## src/rtl/delay_ctrl.sv

```systemverilog
// Delay line controller: buffers valid beats in a circular RAM and replays each one depth_reg beats later.
// Optional DELAY_CTRL_CNT_EN adds out_count, a wrapping count of emitted beats.
module delay_ctrl #(
    parameter int WIDTH     = 25,
    parameter int MAX_DEPTH = 16,
    parameter int DEF_DEPTH = 7,
    localparam int PTR_W    = $clog2(MAX_DEPTH)
) (
    input  logic                    clk,
    input  logic                    reset,
    input  logic signed [WIDTH-1:0] data_in,
    input  logic                    in_valid,
    input  logic [PTR_W:0]          depth,
    input  logic                    cfg_load,
    output logic signed [WIDTH-1:0] data_out,
    output logic                    out_valid,
    output logic                    cfg_ack,
    output logic                    filling
`ifdef DELAY_CTRL_CNT_EN
    ,
    output logic [15:0]             out_count
`endif
);

    // state | meaning
    // FLUSH | one-cycle restart after a depth change; pointers cleared, cfg_ack high
    // FILL  | collecting depth_reg beats before the first output
    // RUN   | every accepted beat emits the sample depth_reg beats older
    typedef enum logic [1:0] {FLUSH, FILL, RUN} state_t;

    localparam logic [PTR_W:0]   ONE   = (PTR_W+1)'(1);
    localparam logic [PTR_W:0]   MAXD  = (PTR_W+1)'(MAX_DEPTH);
    localparam logic [PTR_W:0]   DEFD  = (PTR_W+1)'(DEF_DEPTH);
    localparam logic [PTR_W-1:0] W_ONE = PTR_W'(1);
    localparam state_t           RST_STATE = (DEF_DEPTH == 0) ? RUN : FILL;

    state_t state, state_nxt;

    logic signed [WIDTH-1:0] mem [MAX_DEPTH];
    logic [PTR_W-1:0]        wptr;
    logic [PTR_W-1:0]        raddr;
    logic [PTR_W:0]          depth_reg;
    logic [PTR_W:0]          fill_cnt;
    logic [PTR_W:0]          depth_clip;
    logic                    cfg_take;
    logic                    accept;
    logic                    emit;

    always_comb begin
        cfg_take   = cfg_load && (state != FLUSH);
        accept     = in_valid && !cfg_load && (state != FLUSH);
        emit       = accept && (state == RUN);
        // full depth wraps to raddr == wptr; the read sees the entry before this beat overwrites it
        raddr      = wptr - depth_reg[PTR_W-1:0];
        depth_clip = (depth > MAXD) ? MAXD : depth;
        state_nxt  = state;
        case (state)
            FLUSH: state_nxt = (depth_reg == '0) ? RUN : FILL;
            FILL: begin
                if (cfg_take)
                    state_nxt = FLUSH;
                else if (accept && ((fill_cnt + ONE) == depth_reg))
                    state_nxt = RUN;
            end
            RUN: begin
                if (cfg_take)
                    state_nxt = FLUSH;
            end
            default: state_nxt = FLUSH;
        endcase
        cfg_ack = (state == FLUSH);
        filling = (state != RUN);
    end

    always_ff @(posedge clk) begin
        if (reset) begin
            state     <= RST_STATE;
            wptr      <= '0;
            fill_cnt  <= '0;
            depth_reg <= DEFD;
            out_valid <= 1'b0;
            data_out  <= '0;
        end else begin
            state     <= state_nxt;
            out_valid <= emit;
            if (cfg_take)
                depth_reg <= depth_clip;
            if (state == FLUSH) begin
                wptr     <= '0;
                fill_cnt <= '0;
            end else if (accept) begin
                wptr <= wptr + W_ONE;
                if (state == FILL)
                    fill_cnt <= fill_cnt + ONE;
            end
            if (emit)
                data_out <= (depth_reg == '0) ? data_in : mem[raddr];
        end
    end

    // Buffer contents survive reset and flush; the refill gate keeps stale entries from being read.
    always_ff @(posedge clk) begin
        if (accept && !reset)
            mem[wptr] <= data_in;
    end

`ifdef DELAY_CTRL_CNT_EN
    always_ff @(posedge clk) begin
        if (reset || (state == FLUSH))
            out_count <= '0;
        else if (emit)
            out_count <= out_count + 16'd1;
    end
`endif

endmodule

```

## config.mk

```make
export PLATFORM = sky130hd
export DESIGN_NAME = delay_ctrl
export DESIGN_NICKNAME = d
export VERILOG_FILES = /design/src/rtl/delay_ctrl.sv
export SDC_FILE = /design/constraint.sdc
export NUM_CORES = 1
export LEC_CHECK = 0
export CORE_UTILIZATION = 50
export CTS_CLUSTER_DIAMETER = 150
export DETAILED_ROUTE_END_ITERATION = 8
export HOLD_SLACK_MARGIN = 0.1
export PLACE_DENSITY = 0.7
export RECOVER_POWER = 50
export SLEW_MARGIN = 20
export SYNTH_ARGS = -nofsm -noshare
export SYNTH_HDL_FRONTEND = slang
export SYNTH_SLANG_ARGS = --single-unit
```

## constraint.sdc

```tcl
create_clock -name clk -period 3.9 [get_ports clk]
set_clock_uncertainty 0.2 [all_clocks]
set_input_delay 0.78 -clock clk [delete_from_list [all_inputs] [get_ports clk]]
set_output_delay 0.78 -clock clk [all_outputs]
set_load 0.05 [all_outputs]
```

After elaboration in Yosys (flattened, before gate mapping). Memory sizes are Yosys's and may differ from the RTL's. Index checks and enable logic that the tools add are counted.

Register bits: 42. Bits in latches: 0. Memory bits (writable): 400. Bits in read-only memories: 0. Input port bits: 34. Output and inout bits: 28. Word-level logic and storage cells: 40. Memories kept: 1.

$add $sub $neg: 3. Multipliers: 0. Divide/modulo/power cells: 0. Magnitude comparators: 1. Equality and inequality tests: 6. Shifts and indexed selects: 0. Muxes and demuxes: 9. Bitwise logic cells: 0. Reductions and logical operators: 14.

Memories: mem (words 16, width 25, rd ports 1, clocked after Yosys merged registers in 0, write ports 1, line 39) `logic signed [WIDTH-1:0] mem [MAX_DEPTH];`.

Operator list (count): two-way mux 25 bit (1); two-way mux 2 bit (4); logical AND 1 bit (6); case mux 2 bit (3 select lines) (1); adder 5 x 1 -> 5 bit (second input constant) (1); equality test 5 bit (1); greater-than comparator 5 bit (second input constant) (1); logical NOT 5 bit (1); two-way mux 5 bit (1); adder 4 x 1 -> 4 bit (second input constant) (1); inequality test 2 bit (second input constant) (2); AND reduction 2 bit (2); subtractor 4 bit (1); inequality test 3 bit (second input constant) (1); equality test 2 x 1 -> 1 bit (second input constant) (1); equality test 2 bit (second input constant) (1); logical NOT 1 bit (2); logical NOT 2 bit (1); two-way mux 1 bit (2); nonzero test 2 bit (1); OR reduction 2 bit (1).

Longest topological paths before layout. Gate-level depths: netlist (run 1).

Depth after elaboration: 7. Depth in mapped cells: 10. Mapped depth without buffers: 8.

Worst setup path after synthesis (run 1). No wires, ideal clock.

Path type: input to register. From: in reset. To: mem mem[0][0] (enable). Library setup time: 0.438 ns. Data arrival time: 3.471 ns. Required time: 3.262 ns. Setup slack: -0.209 ns. Cell stages on the path: 6. Buffers on the path: 2. Path through: clkbuf_1 -> or2_2 -> buf_2 -> nor2_1 -> nand2_1 -> nor3_1.

Word-level cells in the longest chain between the ends: 4.

RTL lines: start: declaration (line 10) `input logic reset,`; logical NOT 1 bit (line 103) `if (accept && !reset)`; logical AND 1 bit (line 103); two-way mux 1 bit (line 103); two-way mux 1 bit (not written as such) (line 104) `mem[wptr] <= data_in;`; end: declaration (line 39).

No other way between the ends.

Worst setup path in the final report (run 1).
From: reg wptr[0]. To: reg data_out[16].

Word-level cells in the longest chain between the ends: 3.

RTL lines: start: declaration (line 40) `logic [PTR_W-1:0] wptr;`; start signal: assignment (line 92) `wptr <= wptr + W_ONE;`; subtractor 4 bit (line 54) `raddr = wptr - depth_reg[PTR_W-1:0];`; memory (16 x 25 bit); two-way mux 25 bit (line 97) `data_out <= (depth_reg == '0) ? data_in : mem[raddr];`; end signal: assignment (line 97); end: declaration (line 15) `output logic signed [WIDTH-1:0] data_out,`.

No other way between the ends. A chain may end at the register's enable or synchronous reset.

==> results of run 1 <==
[power groups by stage]
stage	sequential, mW	combinational (mW)	clock, mW
floorplan	5.29	0.715	0
global placement	5.29	1.00	0
detailed placement	5.29	1.01	0
CTS	5.19	1.02	4.30
global route	5.19	1.08	4.48
finish	5.19	0.994	4.22
[cell families after synthesis]
logic type	count (synthesis)	synth area share, %
flip-flops	442	75.0
XOR/XNOR	15	0.767
multiplexers	102	13.3
buffers and inverters	51	1.59
AND/OR/NAND/NOR	196	5.05
adder cells (fa/ha/maj)	9	0.701
AO/OA/AOI/OAI	91	3.59
[through the flow]
step	setup slack (ns)	hold slack, ns
after floorplan	0.459	0.288
after global placement	0.570	0.262
after detailed placement	0.563	0.269
after CTS	0.650	0.283
after global routing	0.528	0.298
final	0.674	0.280
[final timing paths]
kind / start / to / slack (ns) / depth (start not counted)
hold reg to reg: data_out[14] / data_out[14] / 0.28 / 1
setup / recovery: wptr[0] / data_out[16] / 0.67 / 9
setup reg to reg: wptr[0] / data_out[16] / 0.67 / 9
hold / removal: data_out[14] / data_out[14] / 0.28 / 1
[layout make-up]
type                            instances  area [µm²]
Inverter                                5        18.8
Timing Repair Buffer                  106         980
Tap cell                              448         561
Fill cell                            2420       13600
Clock buffer                           56        1210
Clock inverter                         25         248
Multi-Input combinational cell        413        4180
Sequential cell                       442       12900
[metal layers]
| layer | wire, µm | share of wire, % | global-route usage [%] | vias up |
|---|---|---|---|---|
| met1 | 15300 | 43 | 29.5 | 4541 |
| met5 | 0 | 0 | 0 | - |
| li1 | - | - | - | 3842 |
| met3 | 1890 | 5.3 | 2.76 | 69 |
| met4 | 875 | 2.5 | 5.67 | 0 |
| met2 | 17400 | 49 | 34.5 | 294 |
[placed cells by master (no fill, tap or decap), types with 7 or more instances in the layout]
cell,Yosys,layout
a22o_1,25,25
ha_1,8,7
xor2_1,8,7
nor2_4,0,10
buf_4,15,36
clkinv_2,0,9
o21ai_0,27,28
nand2_1,110,110
nor2_1,31,20
nand3_1,27,27
dfxtp_1,42,42
edfxtp_1,400,400
clkbuf_1,21,13
a31oi_1,26,26
clkdlybuf4s50_1,0,35
mux4_2,100,100
clkbuf_16,0,46
dlygate4sd3_1,0,26
==> metrics.md, run 1 <==
| Metric | Value |
|---|---|
| Routed Antenna Nets | 0 |
| Die H | about 190 µm |
| Post-synth EDFFs | 400 |
| DR iter-0 viols | 770 |
| Worst-Skew Late Latency | between 0.5 and 0.6 ns |
| Critical Path Fanout Max | 27 |
| Post-Route Utilization | approximately 60% |
| Synth top cells by count | 400 x edfxtp_1, 110 x nand2_1, 100 x mux4_2 |
| Area of placed instances | 0.0186 mm² |
| Die ar. | about 0.035 mm² |
| Nets | around 1100 |
| Post-route DRC | 0 |
| Final Cell Area | roughly 0.02 mm² |
| Top Registers | mem (400), data_out (25) |
| Worst path slowest cell | fa_4 |
| Cell count after synthesis | a little over 900 |
| Critical Path AT | 3.45 ns |
| First-pass GRT wire length | 55000 µm |
| CP Data Required Time | about 4.1 ns |
| Startpoint types | flip-flop |
| Yosys warns | 0 |
| Status | completed |
| Fmax | 310 MHz |
| Gate power share | a little under a tenth |
| Asr flop ratio synth | 0% |
| Root Buffer | clkbuf_16 |
| CP Class | reg -> reg |
| Max H-tree Level | 2 |
| Pleak | 6.36 nW |
| Max reg flops | 400 |
| Ys flop type | edfxtp_1 |
| Largest delay share family, worst path | adder cells |
| Most frequent cell after synthesis | edfxtp_1 |
| Initial cell density of the core | between 50% and 60% |
| RSZ-0062 raised after global routing | no |
| Min cycle time layout | 3.23 ns |
| Setup TNS | 0 ns |
| Via density | around 5.9 |
| Antenna violations before repair | 0 |
| Avg Synthesized Cell Area | approximately 19 µm² |
| Top-Level Pins | 62 |
| Share of cells above drive strength 1 | 22.3% |
| Clock slew at reported path FFs | 0.06 ns |
| Clock group share of total power | between 40% and 50% |
| Core area | 0.0336 mm² |
| Switching Power | 2.30 mW |
| Post-synth top area share | between 70 and 80% |
| Final non-filler cell total | approximately 1500 |
| Die W | between 150 and 200 µm |
| Global route overflow | 0 |
| Worst-margin pin slew | 1.02 ns |
| # setup viols final | 0 |
| Crit. End Element | flip-flop |
| Sequential power share | about half |
| # port buffers | 61 |
| Hold Crit Class | reg -> reg |
| Switch share | about 22% |
| Sequential element share of the synthesized area | 75.0% |
| CP most frequent cell | inv_1 |
| Final wirelength | ~36000 µm |
| Post-DP HPWL | ~20000 µm |
| Vias post-DR | around 8700 |
| Clock Tree Buf Depth | 3 |
| Period utilisation layout | slightly above 80% |
| PD cells | 519 mW/mm² |
| Pwr Total | between 10 and 15 mW |
| Post-CTS Resized | 0 |
| Area leader, netlist | edfxtp_1 |
| CTS tree | done |
| Buffers & Inverters on Critical Path | 3 |
| Vias in the first global route | between 9000 and 10000 |
| Most flops, register | mem |
| Headroom to the max-slew limit | between 30% and 40% |
| P_int | 8.10 mW |
| Syn nets | 949 |
| Placed instance count | about 1400 |
| Distinct cell type count of the synthesized netlist | 39 |
| Post-Syn Area | about 0.017 mm² |
| Setup repair bufs after CTS | 0 |
| WL per Instance | approximately 24 µm |
| Crit-path cells | inv_1 -> ha_4 -> inv_1 -> fa_4 -> buf_4 -> mux4_2 -> nand2_1 -> nand3_1 -> a22o_1 |
| Gr usage total | a little over a fifth |
| Peak VDD IR | between 0.0004 and 0.0005 V |
| Routability cong. | 0.766 |
| Cts hold-fix bufs | 0 |
| # rows | between 60 and 70 |
| Area grow syn2layout | 17.0% |
| Antenna fix cells | 0 |
| Area contributors post-synth | edfxtp_1 70%, mux4_2 13%, dfxtp_1 4.9% |
| CTS buffer count | between 40 and 50 |
| Max incr delay on CP | 1.08 ns |
| First drt pass iteration count | 5 |
| Max Cap Viol | 0 |
| Final Hold Fails | 0 |
| Final Max Tran Viols | 0 |
| Sink Count | 442 |
| Largest net degree at the start of global routing | 61 |
| #FFs+latches synth | 442 |
Power figures use the tool's default switching activity.
==> run 2, diff against run 1 <==
- clock period: 3.9 -> 2.9 ns (I/O delays scaled with it)
==> metrics.md, run 2 (synthesis results as in run 1) <==
| Metric | Value |
|---|---|
| First-pass GRT wire length | 57700 µm (+4.9%) |
| Status | completed |
| Top Registers | mem (400), data_out (25) |
| Post-route DRC | 0 (unchanged) |
| DR iter-0 viols | 778 (+1.0%) |
| Final Max Tran Viols | 0 (unchanged) |
| Core area | 0.0336 mm² (unchanged) |
| Routed Antenna Nets | 0 (unchanged) |
| Worst-margin pin slew | 1.06 ns (+0.0400 ns) |
| Most frequent cells in the layout | 400 x edfxtp_1, 110 x nand2_1, 100 x mux4_2 |
| Min cycle time layout | 2.78 ns (-0.441 ns) |
| Commonest non-fill, non-tap cell in the layout | edfxtp_1 |
| Antenna violations before repair | 1 (+1) |
| Startpoint types | flip-flop |
| Hold Crit Class | reg -> reg |
| Fillers | 2393 (-1.1%) |
| Final wirelength | 37600 µm (+6.0%) |
| Final non-filler cell total | 1543 (+3.2%) |
| Gr usage total | 22.2% (+1.3 points) |
| Largest net degree at the start of global routing | 51 (-16%) |
| Area grow syn2layout | 20.7% |
| First drt pass iteration count | 5 (unchanged) |
| Share of cells above drive strength 1 | 23.6% (+1.3 points) |
| Worst Setup Slack post-DPL | 0.104 ns (-0.459 ns) |
| Global route overflow | 0 (unchanged) |
| RSZ-0062 raised after global routing | no |
| Max incr delay on CP | 0.82 ns (-0.26 ns) |
| CP Data Required Time | 3.13 ns (-0.99 ns) |
| Clock Tree Buf Depth | 3 (unchanged) |
| Critical Path AT | 3.01 ns (-0.44 ns) |
| Die H | 187 µm (unchanged) |
| CTS buffer count | 44 (unchanged) |
| Via density | 5.86 (+0.10%) |
| Worst path slowest cell | fa_4 |
| Sink Count | 442 (unchanged) |
| CP Class | reg -> reg |
| Die ar. | 0.0350 mm² (unchanged) |
| Placed instance count | 1460 (+3.3%) |
| Nets | 1103 (+4.5%) |
| Antenna fix cells | 0 (unchanged) |
| Max reg flops | 400 (unchanged) |
| Top-Level Pins | 62 (unchanged) |
| WL per Instance | 24.4 µm (+2.7%) |
| Max Cap Viol | 0 (unchanged) |
| Pleak | 6.64 nW (+4.4%) |
| # rows | 67 (unchanged) |
| Final Cell Area | 0.0207 mm² (+3.2%) |
| PD cells | 671 mW/mm² (+29%) |
| Setup ws final | 0.115 ns (-0.559 ns) |
| Final Hold Fails | 0 (unchanged) |
| Fmax | 359 MHz (+16%) |
| Area occupied by registers | 0.0129 mm² (unchanged) |
| Critical Path Fanout Max | 47 (+74%) |
| Most flops, register | mem |
| Clock slew at reported path FFs | 0.06 ns (about the same) |
| Crit. End Element | flip-flop |
| Multi-input logic area | 0.00416 mm² (-0.45%) |
| # port buffers | 61 (unchanged) |
| Vias in the first global route | 9454 (+3.4%) |
| Pwr Total | 13.9 mW (+33%) |
| Vias post-DR | 9036 (+3.3%) |
| Die W | 187 µm (unchanged) |
| Crit-path cells | ha_4 -> inv_1 -> fa_4 -> buf_16 -> mux4_2 -> nand2_1 -> nand3_1 -> a22o_1 |
| Peak VDD IR | 0.000533 V (+32%) |
| Period utilisation layout | 96.0% (+13 points) |
| Post-DP HPWL | 21900 µm (+7.3%) |
| # setup viols final | 0 (unchanged) |
| CTS tree | done |
| Area of placed instances | 0.0194 mm² (+4.1%) |
| Worst-Skew Late Latency | 0.55 ns (about the same) |
| Max H-tree Level | 2 (unchanged) |
| Initial cell density of the core | 51.0% (unchanged) |
| Routability cong. | 0.777 (+1.4%) |
| Root Buffer | clkbuf_16 |
| Headroom to the max-slew limit | 28.9% (-2.7 points) |
==> run 2: cell count changes in the layout (fill, tap and decap cells not counted), sizes merged <==
cell           previous run  this run
clkinv                   17        15
clkinvlp                  4         0
bufinv                    4         1
clkbuf                   61        92
clkdlybuf4s50            35        33
dlymetal6s2s              0         2
buf                      40        66
==> run 2: stage by stage <==
| stage | hold WS, ns | utilization (%) | setup TNS, ns |
|---|---|---|---|
| 2_1_floorplan | 0.288 | - | -110.15 |
| 3_3_place_gp | 0.263 | 57.7 | 0 |
| 5_1_grt | 0.316 | 61.5 | 0 |
| 3_5_place_dp | 0.271 | 57.7 | 0 |
| 6_report | 0.279 | 61.5 | 0 |
| 4_1_cts | 0.284 | 61.9 | 0 |
==> run 2: worst max-delay path, delay by kind of cell (launching register included) <==
kind,cells,cell delay [ns]
adder cells (fa/ha/maj),2,0.97
multiplexers,1,0.37
buffers and inverters,2,0.29
flip-flops,1,0.39
AND/OR/NAND/NOR,2,0.18
AO/OA/AOI/OAI,1,0.21
==> run 2: per-layer routing <==
| metal | GRT usage (%) | up-vias | part of all wire (%) | wire (µm) |
|---|---|---|---|---|
| met2 | 37.3 | 327 | 50 | 18800 |
| li1 | - | 3949 | - | - |
| met1 | 29.9 | 4682 | 41 | 15600 |
| met4 | 6.18 | 2 | 2.7 | 1010 |
| met5 | 0 | - | 0.027 | 10 |
| met3 | 3.98 | 76 | 6.0 | 2250 |
==> run 2: cell type report <==
type,count,area share [%]
flip-flops and latches,442,62.1
multi-input cells,413,20.1
repair buffers,154,8.14
clock buffers,65,6.25
well taps,448,2.71
clock inverters,16,0.545
inverters,5,0.0908
==> run 2: what timing repair did <==
item                                    CTS  global route
endpoints found under the setup margin    0             7
gates resized for setup                   0             4
hold buffers                              0             0
buffers inserted                          0             1
==> run 2: final timing paths <==
kind	cells after the start	from	end	slack, ns
setup / recovery	8	depth_reg[0]	data_out[22]	0.12
hold / removal	1	data_out[14]	data_out[14]	0.28
setup reg to reg	8	depth_reg[0]	data_out[22]	0.12
hold reg to reg	1	data_out[14]	data_out[14]	0.28
==> run 2: report_power, final <==
part / total [mW] / internal, mW / switching (mW)
registers: 6.97 / 6.96 / 0.0129
logic: 1.45 / 0.704 / 0.749
clock network: 5.45 / 3.18 / 2.28
total: 13.9 / 10.8 / 3.04
